$ cat src/rtl/regfile_writeback.sv
// -----------------------------------------------------------------------------
// regfile_writeback
//   Write end of the 8-bit register datapath. Owns the register array, performs
//   every register write (ALU result, or memory load data returned through a
//   valid handshake) and serves the two combinational read ports feeding the
//   ALU source muxes. While a load is outstanding, Stall is raised to freeze the
//   PC; a load that never returns is abandoned after LOAD_TMO cycles and flags
//   the sticky LoadErr. Register 0 is hardwired to zero.
//
// Ports
//   clk, reset                 rising-edge clock, async active-high reset
//   ReadReg1/2 -> ReadData1/2  combinational read ports (reg 0 reads 0)
//   zero_register              constant zero
//   RegWrite, MemtoReg,        write request; MemtoReg=1 selects a load
//   WriteReg, ALUResult        destination and ALU write data
//   MemValid, MemReadData      load data strobe and data from data memory
//   Stall                      high while a load is outstanding
//   LoadErr                    sticky load-timeout flag
// -----------------------------------------------------------------------------
module regfile_writeback #(
  parameter int DATA_W   = 8,
  parameter int NUM_REGS = 8,
  parameter int ADDR_W   = 3,
  parameter int LOAD_TMO = 15
) (
  input  logic              clk,
  input  logic              reset,
  input  logic [ADDR_W-1:0] ReadReg1,
  input  logic [ADDR_W-1:0] ReadReg2,
  output logic [DATA_W-1:0] ReadData1,
  output logic [DATA_W-1:0] ReadData2,
  output logic [DATA_W-1:0] zero_register,
  input  logic              RegWrite,
  input  logic              MemtoReg,
  input  logic [ADDR_W-1:0] WriteReg,
  input  logic [DATA_W-1:0] ALUResult,
  input  logic              MemValid,
  input  logic [DATA_W-1:0] MemReadData,
  output logic              Stall,
  output logic              LoadErr
);

  typedef enum logic {IDLE, WAIT_MEM} state_t;

  // The last waiting cycle is the one in which the counter would reach LOAD_TMO.
  localparam logic [3:0] TMO_LAST = 4'(LOAD_TMO - 1);

  logic [DATA_W-1:0] regs [NUM_REGS];

  state_t            state, stateNext;
  logic [ADDR_W-1:0] pendDst, pendDstNext;
  logic [3:0]        count, countNext;
  logic              errSet;
  logic              wrEn;
  logic [ADDR_W-1:0] wrAddr;
  logic [DATA_W-1:0] wrData;

  // State, pending destination, timeout counter and sticky error flag.
  // Reset mid-load simply drops the pending load.
  always_ff @(posedge clk or posedge reset) begin
    if (reset) begin
      state   <= IDLE;
      pendDst <= '0;
      count   <= '0;
      LoadErr <= 1'b0;
    end else begin
      state   <= stateNext;
      pendDst <= pendDstNext;
      count   <= countNext;
      if (errSet) begin
        LoadErr <= 1'b1;
      end
    end
  end

  // Next-state and write-port selection. In IDLE a load whose data is already
  // valid in the request cycle is written straight away without stalling.
  // In WAIT_MEM all upstream write inputs are ignored; MemValid beats the
  // timeout when both happen in the same cycle.
  always_comb begin
    stateNext   = state;
    pendDstNext = pendDst;
    countNext   = count;
    errSet      = 1'b0;
    wrEn        = 1'b0;
    wrAddr      = WriteReg;
    wrData      = ALUResult;
    unique case (state)
      IDLE: begin
        if (RegWrite) begin
          if (!MemtoReg) begin
            wrEn = 1'b1;
          end else if (MemValid) begin
            wrEn   = 1'b1;
            wrData = MemReadData;
          end else begin
            stateNext   = WAIT_MEM;
            pendDstNext = WriteReg;
            countNext   = '0;
          end
        end
      end
      WAIT_MEM: begin
        wrAddr = pendDst;
        wrData = MemReadData;
        if (MemValid) begin
          wrEn      = 1'b1;
          stateNext = IDLE;
        end else if (count == TMO_LAST) begin
          stateNext = IDLE;
          countNext = '0;
          errSet    = 1'b1;
        end else begin
          countNext = count + 4'd1;
        end
      end
      default: stateNext = IDLE;
    endcase
  end

  // Register array. Register 0 is never written, so it stays at its reset zero.
  always_ff @(posedge clk or posedge reset) begin
    if (reset) begin
      for (int i = 0; i < NUM_REGS; i++) begin
        regs[i] <= '0;
      end
    end else if (wrEn && (wrAddr != '0)) begin
      regs[wrAddr] <= wrData;
    end
  end

  // Reads have no bypass: a write becomes visible only after its clock edge.
  assign ReadData1     = (ReadReg1 == '0) ? '0 : regs[ReadReg1];
  assign ReadData2     = (ReadReg2 == '0) ? '0 : regs[ReadReg2];
  assign zero_register = '0;
  assign Stall         = (state == WAIT_MEM);

endmodule

$ cat config.mk
export PLATFORM = sky130hd
export DESIGN_NAME = regfile_writeback
export DESIGN_NICKNAME = d
export VERILOG_FILES = /design/src/rtl/regfile_writeback.sv
export SDC_FILE = /design/constraint.sdc
export NUM_CORES = 1
export LEC_CHECK = 0
export BUFFER_PORTS_ARGS = -buffer_cell sky130_fd_sc_hd__buf_2
export CAP_MARGIN = 20
export CORE_UTILIZATION = 35
export CTS_CLUSTER_SIZE = 28
export DETAILED_ROUTE_END_ITERATION = 8
export PLACE_DENSITY = 0.56
export SLEW_MARGIN = 30
export SYNTH_ARGS = -nofsm -noshare
export SYNTH_HDL_FRONTEND = slang
export SYNTH_SLANG_ARGS = --single-unit
$ cat constraint.sdc
create_clock -name clk -period 4 [get_ports clk]
set_clock_uncertainty 0.05 [all_clocks]
set_input_delay 0.2 -clock clk [delete_from_list [all_inputs] [get_ports clk]]
set_output_delay 0.2 -clock clk [all_outputs]
set_load 0.05 [all_outputs]
==> flow_summary.yaml <==
cts:
  clock_sinks: 65
  cts_buffer_depth: 2
  cts_buffers: 9
  clk_pin_slew_worst_paths_ns: 0.07
  cts_setup_buffers: 0
  clk_latency_ns: 0.34
  cts_tree: "done"
  h-tree-depth: 3
  ctsRootBufferMaster: "clkbuf_8"
routing:
  vias: 2526
  drtPass1Iterations: 4
  drcViolationCount: 0
  via_per_inst: 5.33
  wl_per_cell_um: 18.4
  ant_nets: 0
  totalWireLength_um: 8720
  drtIter0Drc: 103
outcome:
  status: "finished clean"
timing:
  finalCriticalPeriod_ns: 2.27
  fmax_mhz: 441
  tightest_slew_ns: 0.740
  relSlewSlack_pct: 50.5
  finalHoldWorstSlack_ns: 0.0890
  rsz0062_at_grt: "no"
  report.final.slew_viol_count: 0
  setup_viol: 0
  final.setup.tns_ns: 0
  finalCritPeriodShare_pct: 56.7
  hold_viol_final: 0
synth:
  synth.yosys.seq_area_share_pct: 43.3
  synth_top_area_share_pct: 43.3
  ys_seq_elements: 65
  ys_warn_count: 0
  synth_ff_type: "dfrtp_1"
  syn_inst: 289
  synthTopCellsByArea: "dfrtp_1 (43%), mux2_2 (22%), mux4_2 (9.6%), a221oi_1 (3.7%), mux2_4 (3.2%)"
  synth_cell_types: 36
  synth.most_common_cell: "mux2_2"
  synth_top_area_cell: "dfrtp_1"
  synth_common_cells: "mux2_2 (74), dfrtp_1 (65), inv_1 (19)"
  syn_avg_cell_area_um2: 13.0
  postSynth.asyncResetShare_pct: 100
  synth_edf_count: 0
  syn-cell-area_um2: 3760
setup_path:
  critical_path.cell_chain: "buf_2, nor2b_1, a221oi_1, a21oi_1, buf_2"
  crit_path_frequent_cell: "buf_2"
  cp_max_fo: 17
  worstPathArrival_ns: 2.02
  startpoint: "ReadReg2[1]"
  cp_slowest_cell: "nor2b_1"
  startpoint_type: "input pin"
  r2r_start: "Stall"
  critPathMaxStageDelay_ns: 0.64
  crit_type: "input pin to output pin"
  cp.required_ns: 3.75
  end_kind: "output pin"
run:
  cap_violations: 0
place:
  dp_hpwl_um: 5760
  numPortBuffers: 47
  dpl-instance-area_um2: 4060
  gp_congestion: 0.698
  dp_cells: 457
layout:
  layout-drive-gt1-share_pct: 51.8
  nNetsFinal: 365
  fin_cells: 474
  postLayoutCellArea_um2: 4320
  syn2layout_area_growth_pct: 15.0
  n_antenna_cell: 0
grt:
  grt_pass1_wl_um: 14000
  grt_start_max_net_pins: 39
  overflow: 0
  grt_pass1_vias: 2558
  grt_util_all_layers_pct: 16.8
  antenna_found_initial: 0
floorplan:
  start_util_pct: 36.2
  core_um2: 10400
  num_rows: 37
  die_area_um2: 11200
  die_h_um: 106
  boundaryPins: 56
  die_w_um: 106
power:
  p_per_area_nw_per_um2: 650
  leakage_nw: 1.91
  ir_worst_vdd_mv: 0.184
hold_path:
  min_path_type: "input pin to flop"
  min_from: "WriteReg[0]"
==> metal layers <==
metal / vias up / GRT usage, % / part of all wire (%)
li1: 1156 / - / -
met1: 1305 / 23.0 / 47
met2: 52 / 26.7 / 48
met3: 13 / 2.23 / 2.6
met4: 0 / 7.24 / 1.7
met5: - / 0 / 0
==> report_power, final <==
part	leakage, nW	switching [W]	internal [W]
Clock	0.123	0.000271	0.000433
Combinational	0.996	0.000470	0.000502
Sequential	0.791	0.000206	0.000927
==> worst paths after layout <==
check	slack (ns)	cells past startpoint	endpoint
worst max register to register	1.83	3	regs[4]
worst max-delay path	1.73	5	ReadData2[1]
max in group asynchronous	2.56	4	regs[9]
min in group asynchronous	0.43	3	regs[20]
worst min-delay path	0.09	2	pendDst[0]
worst min register to register	0.45	1	LoadErr
==> cells in the final DEF (no fill, tap or decap), types with 2 or more instances in the layout <==
cell type  count
nand2_1        2
nand2b_4       2
a221oi_1      16
mux2_2        74
buf_2         47
nor3b_1        3
nor2_1         6
conb_1         8
a21oi_1       18
o21ai_0        8
and3b_1        2
inv_1         18
nor2_4         3
nand3_1        3
clkinv_4       2
mux2_4         8
o21ai_2        2
mux4_2        16
bufinv_16      3
nand2b_1       3
nor2b_1        2
dfrtp_1       65
clkbuf_8      10
ha_1           2
==> repair_timing <==
action	in CTS	in global routing
endpoints found under the hold margin	27	0
resized for setup	0	0
hold buffers	1	0
==> registers in the layout (all words and copies together) (netlist names) <==
register / count
regs: 56
count: 4
pendDst: 3
LoadErr: 1
Stall: 1
==> final cells by class <==
type | count | area (µm²)
clock buffers | 10 | 138
clock inverters | 6 | 115
fillers | 995 | 6050
inverters | 19 | 71.3
multi-input cells | 189 | 1950
flip-flops and latches | 65 | 1630
well taps | 136 | 170
repair buffers | 49 | 253
==> stage by stage <==
step	setup WS, ns	util (%)	total power, W
after CTS	1.75	41.7	0.00282
after global routing	1.66	41.7	0.00297
final	1.73	41.7	0.00281
after detailed placement	1.76	39.1	0.00211
after global placement	1.80	39.1	0.00209
after floorplan	1.93	-	0.00190
==> worst max-delay path: cells and delay by family <==
| kind | cells | cell delay [ns] |
|---|---|---|
| buffers and inverters | 2 | 0.70 |
| AND/OR/NAND/NOR | 1 | 0.64 |
| AO/OA/AOI/OAI | 2 | 0.46 |
==> cell families (layout without fill, tap and decap cells) <==
group	Yosys count	in the layout	share of synthesized area, %
multiplexers	99	99	35.3
adder cells (fa/ha/maj)	2	2	0.666
other	1	8	0.0998
AO/OA/AOI/OAI	50	50	9.52
AND/OR/NAND/NOR	30	30	5.56
buffers and inverters	42	84	5.59
flip-flops	65	65	43.3
Power figures use the tool's default switching activity.
